File: config.mk
export PLATFORM = sky130hd
export DESIGN_NAME = sbox_ti_sched
export DESIGN_NICKNAME = d
export VERILOG_FILES = /design/src/rtl/sbox_ti_sched.sv
export SDC_FILE = /design/constraint.sdc
export NUM_CORES = 1
export LEC_CHECK = 0
export CAP_MARGIN = 20
export CORE_MARGIN = 5
export CORE_UTILIZATION = 52
export CTS_CLUSTER_SIZE = 24
export DETAILED_ROUTE_END_ITERATION = 7
export GPL_TIMING_DRIVEN = 0
export MAX_ROUTING_LAYER = met4
export PLACE_DENSITY_LB_ADDON = 0.3
export REMOVE_ABC_BUFFERS = 1
export SLEW_MARGIN = 40
export SYNTH_ARGS = -nofsm -noshare
export SYNTH_HDL_FRONTEND = slang
export SYNTH_SLANG_ARGS = --single-unit
File: constraint.sdc
create_clock -name clk -period 2.8 [get_ports clk]
set_input_delay 0.28 -clock clk [delete_from_list [all_inputs] [get_ports clk]]
set_output_delay 0.28 -clock clk [all_outputs]
set_load 0.005 [all_outputs]
File: src/rtl/sbox_ti_sched.sv
// rtl/sbox_ti_sched.sv - issue scheduler and credit-guarded result FIFO for a pipelined 3-share TI AES S-box
// Optional exit remasking with an extra LFSR step per exit: define SBOX_SCHED_REMASK_EN.
module sbox_ti_sched #(
    parameter int SBOX_LAT   = 3,
    parameter int FIFO_DEPTH = 4,
    parameter int TAG_W      = 4
) (
    input  logic                          clk,
    input  logic                          rst,
    input  logic                          seed_valid,
    input  logic [31:0]                   seed,
    input  logic                          flush,
    input  logic                          in_valid,
    output logic                          in_ready,
    input  logic [7:0]                    in_sh1,
    input  logic [7:0]                    in_sh2,
    input  logic [7:0]                    in_sh3,
    input  logic [TAG_W-1:0]              in_tag,
    output logic                          out_valid,
    input  logic                          out_ready,
    output logic [7:0]                    out_sh1,
    output logic [7:0]                    out_sh2,
    output logic [7:0]                    out_sh3,
    output logic [TAG_W-1:0]              out_tag,
    output logic [7:0]                    sbox_in1,
    output logic [7:0]                    sbox_in2,
    output logic [7:0]                    sbox_in3,
    output logic [7:0]                    sbox_r0,
    output logic [7:0]                    sbox_r1,
    input  logic [7:0]                    sbox_out1,
    input  logic [7:0]                    sbox_out2,
    input  logic [7:0]                    sbox_out3,
    output logic                          busy,
    output logic [$clog2(FIFO_DEPTH):0]   occupancy
);
    localparam int OCC_W = $clog2(FIFO_DEPTH) + 1;
    localparam int PTR_W = $clog2(FIFO_DEPTH);
    localparam logic [OCC_W-1:0] DEPTH_C = OCC_W'(FIFO_DEPTH);
    localparam logic [31:0] TAPS = 32'h8020_0003;

    typedef enum logic [1:0] {ST_SEED, ST_RUN, ST_DRAIN} state_t;

    state_t               state;
    logic [31:0]          lfsr, lfsr_next;
    logic                 issue_valid;
    logic [TAG_W-1:0]     issue_tag;
    logic [SBOX_LAT-1:0]  pipe_valid;
    logic [TAG_W-1:0]     pipe_tag [SBOX_LAT];
    logic [7:0]           fifo_sh1 [FIFO_DEPTH];
    logic [7:0]           fifo_sh2 [FIFO_DEPTH];
    logic [7:0]           fifo_sh3 [FIFO_DEPTH];
    logic [TAG_W-1:0]     fifo_tag [FIFO_DEPTH];
    logic [PTR_W-1:0]     wr_ptr, rd_ptr;
    logic [OCC_W-1:0]     fifo_cnt;
    logic [7:0]           push_sh1, push_sh2, push_sh3;
    logic                 accept, exit_op, pop, fifo_empty, inflight;

    function automatic logic [31:0] lfsr_step(input logic [31:0] v);
        return v[0] ? ((v >> 1) ^ TAPS) : (v >> 1);
    endfunction

    assign in_ready   = (state == ST_RUN) && (occupancy < DEPTH_C);
    assign accept     = in_valid && in_ready;
    assign exit_op    = pipe_valid[SBOX_LAT-1];
    assign fifo_empty = (fifo_cnt == '0);
    assign out_valid  = !fifo_empty;
    assign pop        = out_valid && out_ready;
    // The issue register counts as in flight: the op is inside the S-box from the next cycle on.
    assign inflight   = issue_valid || (|pipe_valid);
    assign busy       = inflight || !fifo_empty;

    assign out_sh1 = fifo_empty ? 8'h00 : fifo_sh1[rd_ptr];
    assign out_sh2 = fifo_empty ? 8'h00 : fifo_sh2[rd_ptr];
    assign out_sh3 = fifo_empty ? 8'h00 : fifo_sh3[rd_ptr];
    assign out_tag = fifo_empty ? '0 : fifo_tag[rd_ptr];

    always_comb begin
        lfsr_next = lfsr;
        push_sh1  = sbox_out1;
        push_sh2  = sbox_out2;
        push_sh3  = sbox_out3;
`ifdef SBOX_SCHED_REMASK_EN
        if (accept)  lfsr_next = lfsr_step(lfsr_next);
        if (exit_op) lfsr_next = lfsr_step(lfsr_next);
        push_sh1 = sbox_out1 ^ lfsr[23:16];
        push_sh2 = sbox_out2 ^ lfsr[31:24];
        push_sh3 = sbox_out3 ^ lfsr[23:16] ^ lfsr[31:24];
`else
        if (accept)  lfsr_next = lfsr_step(lfsr);
`endif
        if (seed_valid) lfsr_next = (seed == 32'h0) ? 32'h1 : seed;
    end

    always_ff @(posedge clk or negedge rst) begin
        if (!rst) begin
            state       <= ST_SEED;
            lfsr        <= 32'h1;
            issue_valid <= 1'b0;
            issue_tag   <= '0;
            sbox_in1    <= 8'h00;
            sbox_in2    <= 8'h00;
            sbox_in3    <= 8'h00;
            sbox_r0     <= 8'h00;
            sbox_r1     <= 8'h00;
            pipe_valid  <= '0;
            for (int i = 0; i < SBOX_LAT; i++) pipe_tag[i] <= '0;
            occupancy   <= '0;
        end else begin
            lfsr <= lfsr_next;
            case (state)
                ST_SEED:  if (seed_valid) state <= ST_RUN;
                ST_RUN:   if (flush) state <= ST_DRAIN;
                ST_DRAIN: if (!inflight) state <= ST_RUN;
                default:  state <= ST_SEED;
            endcase
            issue_valid <= accept;
            issue_tag   <= accept ? in_tag : '0;
            sbox_in1    <= accept ? in_sh1 : 8'h00;
            sbox_in2    <= accept ? in_sh2 : 8'h00;
            sbox_in3    <= accept ? in_sh3 : 8'h00;
            sbox_r0     <= accept ? lfsr[7:0] : 8'h00;
            sbox_r1     <= accept ? lfsr[15:8] : 8'h00;
            pipe_valid  <= {pipe_valid[SBOX_LAT-2:0], issue_valid};
            pipe_tag[0] <= issue_tag;
            for (int i = 1; i < SBOX_LAT; i++) pipe_tag[i] <= pipe_tag[i-1];
            // Slots are reserved at accept, so an exiting op always has room in the FIFO.
            case ({accept, pop})
                2'b10:   occupancy <= occupancy + 1'b1;
                2'b01:   occupancy <= occupancy - 1'b1;
                default: occupancy <= occupancy;
            endcase
        end
    end

    always_ff @(posedge clk or negedge rst) begin
        if (!rst) begin
            for (int i = 0; i < FIFO_DEPTH; i++) begin
                fifo_sh1[i] <= 8'h00;
                fifo_sh2[i] <= 8'h00;
                fifo_sh3[i] <= 8'h00;
                fifo_tag[i] <= '0;
            end
            wr_ptr   <= '0;
            rd_ptr   <= '0;
            fifo_cnt <= '0;
        end else begin
            if (exit_op) begin
                fifo_sh1[wr_ptr] <= push_sh1;
                fifo_sh2[wr_ptr] <= push_sh2;
                fifo_sh3[wr_ptr] <= push_sh3;
                fifo_tag[wr_ptr] <= pipe_tag[SBOX_LAT-1];
                wr_ptr           <= wr_ptr + 1'b1;
            end
            if (pop) rd_ptr <= rd_ptr + 1'b1;
            case ({exit_op, pop})
                2'b10:   fifo_cnt <= fifo_cnt + 1'b1;
                2'b01:   fifo_cnt <= fifo_cnt - 1'b1;
                default: fifo_cnt <= fifo_cnt;
            endcase
        end
    end
endmodule

==> impl_results.md, run 1 <==
- Outcome: completed
- Area contributors post-synth: dfrtp_1 (60%), mux2_2 (14%), mux4_2 (7.1%), and2_1 (5.1%), mux2i_1 (1.9%)
- Max cap viols: 0
- Worst path slowest cell: dfrtp_4
- CTS tree: done
- Switching Share: a little over a quarter
- Vias per cell: 5.33
- Tot Pwr: roughly 0.012 W
- Die width: 141 µm
- Final worst slack: roughly 120 ps
- Design Area, Final: ~12000 µm²
- Rows: 47
- Starting density of the core: 53.4%
- Final hold violation count: 0
- Final period util: a little over nine tenths
- Sequential Area: 5410 µm²
- Tmin final: 2680 ps
- VDD IR-drop max: between 0.5 and 0.6 mV
- Initial antenna violation count: 0
- Worst path max stage delay: 560 ps
- Layout cell share with drive strength beyond 1: between 20% and 30%
- Ant diodes: 0
- Die footprint: 19900 µm²
- Worst path cell trace: clkbuf_16, mux4_2, and2_1, clkdlybuf4s50_1
- Area grow syn2layout: 29.7%
- Worst skew pair latency: around 490 ps
- Clock Power Share: 23.6%
- Area share of the largest cell type after synthesis: 60.3%
- Via count: 5417
- Fmax: approximately 370 MHz
- Placed inst area: 10800 µm²
- Pre-Repair DR Iteration Count: 4
- Initial detailed-routing violation count: 231
- Switching power of the nets: roughly 0.0033 W
- Die Y: 141 µm
- Async SR Flop Fraction: 100%
- Clk slew on worst S/H paths: 60 ps
- Total core area: 16700 µm²
- Sequential element share of the synthesized area: 60.6%
- Routed WL: 19.1 mm
- Element type at the critical path end: output port
- Layout Nets: 881
- Uppermost layer routed: met4
- CTS sink cnt: between 200 and 250
- Dpl hpwl: 12.2 mm
- Crit start category: register
- Avg Cell Area, Syn: around 14 µm²
- Worst slew pin tran: 583 ps
- Synth warn: 0
- Root buffer cell: clkbuf_16
- Metal-1 WL: 7.95 mm
- CTS buffer count: 23
- H-tree depth: 1
- Post-route DRC violation count: 0
- Logic pwr share: 35.4%
- Post-Synthesis Cell Area: around 8900 µm²
- Sequential power share: between 40% and 50%
- First-pass GRT wire length: 31.8 mm
- GRT Total Usage: 20.3%
- Slew headroom: between 60% and 70%
- HP Class: primary input to register
- Pwr/cell area: 1030 nW/µm²
- Post-Synthesis Cells: a little over 600
- Met3 routed WL: 1.08 mm
- Post-synth top cells: dfrtp_1 (215), mux2_2 (113), and2_1 (72)
- Yosys cell types: 33
- Ys flop type: dfrtp_1
- Routed len/inst: approximately 19 µm
- Area of the multi-input gates: between 3000 and 4000 µm²
- Max FO, Critical Path: 11
- Post-DRT Antenna Nets: 0
- Critical path class: register to output port
- Critical Path RT: 2520 ps
- RD Place Congestion: 0.853
- Largest net degree at the start of global routing: 83
- Clk_skew: 9.09 ps
- Area leader, netlist: dfrtp_1
- Vias in the first global route: 6246
- P_int: 0.00861 W
- CTS Buffer Depth: 3
- Final setup fails: 0
- Dpl ws: -233 ps
- Port buffer count: 163
- Post-synth EDFFs: 0
- Io pins: 164
- Critical Path AT: 2400 ps
- Filler Cells Inserted: between 1000 and 1500
- Max-slew violations: 0
- Pleak: 5.03 nW
- Seq cells post-synth: 216
- WL met2: 9.78 mm
- Total gr overflow: 0
- Top-count cell post-synth: dfrtp_1
==> metal layers <==
metal	up-vias	track usage [%]
met5	-	-
met1	2755	24.9
met4	0	3.57
li1	2489	-
met2	150	35.3
met3	23	4.57
==> cells by family (layout without fill, tap and decap cells) <==
logic type | count (synthesis) | in the layout | synth area share [%]
AO/OA/AOI/OAI | 52 | 52 | 2.97
XOR/XNOR | 12 | 12 | 1.18
adder cells (fa/ha/maj) | 8 | 8 | 1.29
buffers and inverters | 42 | 217 | 2.37
flip-flops | 216 | 216 | 60.6
multiplexers | 158 | 158 | 23.2
AND/OR/NAND/NOR | 132 | 133 | 8.31
==> sequential cells by signal, summed over array words and instances (netlist names), 4 cells and up <==
signal	flops
lfsr	32
sbox_in2	8
fifo_tag	16
sbox_in1	8
sbox_r0	8
fifo_sh1	32
pipe_tag	12
sbox_r1	8
sbox_in3	8
fifo_sh3	32
fifo_sh2	32
issue_tag	4
==> worst paths after layout <==
check / slack, ps / end / cells past startpoint / start
max: 120 / out_sh1[3] / 4 / rd_ptr[0]$_DFFE_PN0N_
min: 280 / lfsr[8]$_DFFE_PN0P_ / 3 / seed_valid
max reg2reg: 220 / occupancy[2]$_DFFE_PN0P_ / 7 / occupancy[2]$_DFFE_PN0P_
min reg2reg: 340 / pipe_tag[11]$_DFF_PN0_ / 0 / issue_tag[3]$_DFF_PN0_
max in group asynchronous: 1660 / rd_ptr[0]$_DFFE_PN0N_ / 3 / rst
min in group asynchronous: 350 / fifo_sh2[15]$_DFFE_PN0P_ / 2 / rst
==> cell usage in the layout, fill, tap and decap left out, types with 2 or more instances in the layout <==
| cell type | n |
|---|---|
| clkdlybuf4s50_1 | 161 |
| clkbuf_1 | 6 |
| mux2_2 | 113 |
| nand4_1 | 2 |
| mux4_2 | 28 |
| o22ai_1 | 2 |
| fa_1 | 2 |
| ha_1 | 6 |
| buf_16 | 5 |
| xnor2_1 | 7 |
| nor4_1 | 9 |
| nor2_1 | 3 |
| mux2i_1 | 17 |
| xor2_1 | 5 |
| inv_1 | 8 |
| dfrtp_1 | 213 |
| o21ai_1 | 4 |
| a21oi_1 | 14 |
| o21ai_0 | 31 |
| and2_1 | 72 |
| clkinv_2 | 2 |
| nand2b_1 | 2 |
| nand2_1 | 35 |
| nand2_4 | 4 |
| clkbuf_16 | 24 |
| clkbuf_8 | 6 |
==> critical path, delay by kind of cell, from the launching register on <==
kind	cells	cell delay (ps)
buf+inv	2	680
flops	1	560
mux	1	500
simple gates	1	170
==> per-stage QoR <==
step           std cells  setup TNS, ps  hold slack (ps)  util (%)
4_1_cts             1015              0              263      69.0
6_report            1016              0              283      69.2
2_1_floorplan        587              0            -15.6         -
5_1_grt             1016          -15.1              321      69.2
3_3_place_gp         970       -1485000              333      63.7
3_5_place_dp         975           -418              287      64.7
==> power by group through the flow <==
stage	Sequential [W]	Combinational, W	Clock, W
2_1_floorplan	0.00473	0.00233	0
3_3_place_gp	0.00490	0.00383	0
3_5_place_dp	0.00488	0.00420	0
4_1_cts	0.00485	0.00424	0.00287
5_1_grt	0.00499	0.00458	0.00301
6_report	0.00485	0.00420	0.00281
==> final cells by class <==
type | instances | share of cell area [%]
Inverter | 9 | 0.292
Timing Repair Buffer | 170 | 15.6
Clock buffer | 35 | 5.89
Multi-Input combinational cell | 363 | 28.9
Clock inverter | 3 | 0.162
Sequential cell | 216 | 46.8
Tap cell | 220 | 2.38
==> timing repair <==
item / 4_1_cts / 5_1_grt
buffers inserted: 0 / 0
pin swaps: 1 / 0
hold buffers: 1 / 0
resized for setup: 0 / 2
endpoints found under the setup margin: 1 / 16
endpoints found under the hold margin: 70 / 0
cloned: 1 / 1
Power figures use the tool's default switching activity.
==> run 2: changes to the inputs <==
--- a/config.mk
+++ b/config.mk
@@ -14,6 +14,7 @@
 export MAX_ROUTING_LAYER = met4
 export PLACE_DENSITY_LB_ADDON = 0.3
 export REMOVE_ABC_BUFFERS = 1
+export SETUP_SLACK_MARGIN = 0.4
 export SLEW_MARGIN = 40
 export SYNTH_ARGS = -nofsm -noshare
 export SYNTH_HDL_FRONTEND = slang
==> run 2 against run 1 <==
Effect of this change:
- via count increased by 3.3%
- count of clock-buffer cells in the layout unchanged
- sequential power about the same
- highest routed layer unchanged
- sequential cell count unchanged
- total power increased by 3.6%
- clock power about the same
- worst hold slack improved by 3.2 ps
- first-iteration DRC count decreased by 0.43%
- non-clock buffer count increased by 16
- critical path depth increased by 2
==> impl_results.md, run 2 (same netlist as run 1, synthesis figures left out) <==
- Crit start category: register (unchanged)
- Layout cell share with drive strength beyond 1: 31.2% (was 24.2%)
- Critical path class: register to output port (unchanged)
- Highest-count cells in the layout ignoring fill and taps: dfrtp_1 (212), clkdlybuf4s50_1 (133), mux2_2 (113), and2_1 (53), nand2_1 (35) (was dfrtp_1 (213), clkdlybuf4s50_1 (161), mux2_2 (113), and2_1 (72), nand2_1 (35))
- Total core area: 16700 µm² (unchanged)
- Critical Path RT: 2520 ps (about the same)
- Switching Share: 28.0% (was 27.4%)
- GRT Total Usage: 21.6% (was 20.3%)
- Initial antenna violation count: 0 (unchanged)
- Outcome: completed (unchanged)
- Clk_skew: 7.82 ps (was 9.09 ps)
- Worst skew pair latency: 490 ps (about the same)
- Area grow syn2layout: 32.2% (was 29.7%)
- Element type at the critical path end: output port (unchanged)
- Via count: 5595 (was 5417)
- Fmax: 417 MHz (was 373 MHz)
- Initial detailed-routing violation count: 230 (was 231)
- First-pass GRT wire length: 33.3 mm (was 31.8 mm)
- Routed WL: 20.2 mm (was 19.1 mm)
- Die footprint: 19900 µm² (unchanged)
- Slew headroom: 61.2% (about the same)
- Post-DRT Antenna Nets: 0 (unchanged)
- Io pins: 164 (unchanged)
- Vias in the first global route: 6421 (was 6246)
- CTS tree: done (unchanged)
- Port buffer count: 163 (unchanged)
- CTS sink cnt: 216 (unchanged)
- Root buffer cell: clkbuf_16 (unchanged)
- CTS Buffer Depth: 3 (unchanged)
- RSZ-0062 raised after global routing: true
- Max FO, Critical Path: 6 (was 11)
- P_int: 0.00885 W (was 0.00861 W)
- RD Place Congestion: 0.853 (unchanged)
- Logic pwr share: 37.6% (was 35.4%)
- Dpl ws: -233 ps (unchanged)
- Total negative slack: 0 ps (unchanged)
- H-tree depth: 1 (unchanged)
- VDD IR-drop max: 0.579 mV (was 0.582 mV)
- Tmin final: 2400 ps (was 2680 ps)
- HP Class: primary input to register (unchanged)
- Final setup fails: 0 (unchanged)
- Pwr/cell area: 1040 nW/µm² (was 1030 nW/µm²)
- Final hold violation count: 0 (unchanged)
- Dpl hpwl: 12.2 mm (unchanged)
- Filler Cells Inserted: 1117 (was 1156)
- Critical Path AT: 2120 ps (was 2400 ps)
- Die width: 141 µm (unchanged)
- Post-route DRC violation count: 0 (unchanged)
- Switching power of the nets: 0.00344 W (was 0.00325 W)
- Vias per cell: 5.41 (was 5.33)
- Worst slew pin tran: 582 ps (was 583 ps)
- Max cap viols: 0 (unchanged)
- Ant diodes: 0 (unchanged)
- Starting density of the core: 53.4% (unchanged)
- Fin Hold WS: 287 ps (was 283 ps)
- Sequential power share: 39.7% (was 40.9%)
- Final worst slack: 403 ps (was 118 ps)
- CTS buffer count: 23 (unchanged)
- Max-slew violations: 0 (unchanged)
- Final period util: 85.6% (was 95.8%)
- Pre-Repair DR Iteration Count: 5 (was 4)
- Clk slew on worst S/H paths: 60 ps (about the same)
- Largest net degree at the start of global routing: 83 (unchanged)
- Die Y: 141 µm (unchanged)
- Rows: 47 (unchanged)
- Routed len/inst: 19.5 µm (was 18.8 µm)
- Commonest non-fill, non-tap cell in the layout: dfrtp_1 (unchanged)
- Pleak: 5.22 nW (was 5.03 nW)
- Layout Nets: 899 (was 881)
- Total gr overflow: 0 (unchanged)
- Clock Power Share: 22.8% (was 23.6%)
## run 2: layout make-up
class,instances,area [µm²],share of cell area (%)
Timing Repair Buffer,186,1950,16.5
Sequential cell,216,5420,45.9
Multi-Input combinational cell,365,3420,29.0
Tap cell,220,275,2.33
Clock buffer,35,681,5.77
Clock inverter,3,18.8,0.159
Inverter,9,33.8,0.287
## run 2: power groups by stage
stage,Combinational [W],Sequential (W),Clock [W]
2_1_floorplan,0.00233,0.00473,0
3_3_place_gp,0.00383,0.00490,0
3_5_place_dp,0.00420,0.00488,0
4_1_cts,0.00454,0.00487,0.00287
5_1_grt,0.00501,0.00500,0.00302
6_report,0.00462,0.00487,0.00280
## run 2: worst paths after layout
| path | start | end | slack (ps) | cells after the start |
|---|---|---|---|---|
| worst max-delay path | rd_ptr[0]$_DFFE_PN0N_ | out_sh3[7] | 400 | 6 |
| worst min-delay path | seed_valid | lfsr[8]$_DFFE_PN0P_ | 290 | 3 |
| worst max register to register | fifo_cnt[1]$_DFFE_PN0P_ | occupancy[2]$_DFFE_PN0P_ | 510 | 7 |
| worst min register to register | issue_tag[3]$_DFF_PN0_ | pipe_tag[11]$_DFF_PN0_ | 350 | 0 |
| max in group asynchronous | rst | pipe_valid[2]$_DFF_PN0_ | 1640 | 3 |
| min in group asynchronous | rst | fifo_sh2[15]$_DFFE_PN0P_ | 350 | 2 |
## run 2: timing repair
action | 4_1_cts | 5_1_grt
endpoints found under the hold margin | 70 | 0
pin swaps | 3 | 4
gates resized for setup | 78 | 44
setup endpoints to repair | 34 | 27
gates cloned | 6 | 0
setup buffers | 11 | 3
hold buffers | 1 | 0
## run 2: worst max-delay path: stages (launching register included)
cell	delay (ps)
dfrtp_4	520
buf_6	140
buf_12	110
buf_16	140
mux4_2	430
and2_4	180
buf_6	110
## run 2: layer usage
layer  track usage (%)  vias up  routed length (µm)
met3              4.64       35                1150
met5                 -        -                   0
met4              4.59        0                 424
met1              26.0     2858                8070
li1                  -     2529                   -
met2              37.7      173               10600
## run 2: stage by stage
step           instance area [µm²]  cells  power (W)  util [%]
2_1_floorplan                 8740    587    0.00706         -
3_3_place_gp                 10600    970    0.00873      63.7
3_5_place_dp                 10800    975    0.00908      64.7
4_1_cts                      11800   1031     0.0123      70.5
5_1_grt                      11800   1034     0.0130      70.6
6_report                     11800   1034     0.0123      70.6
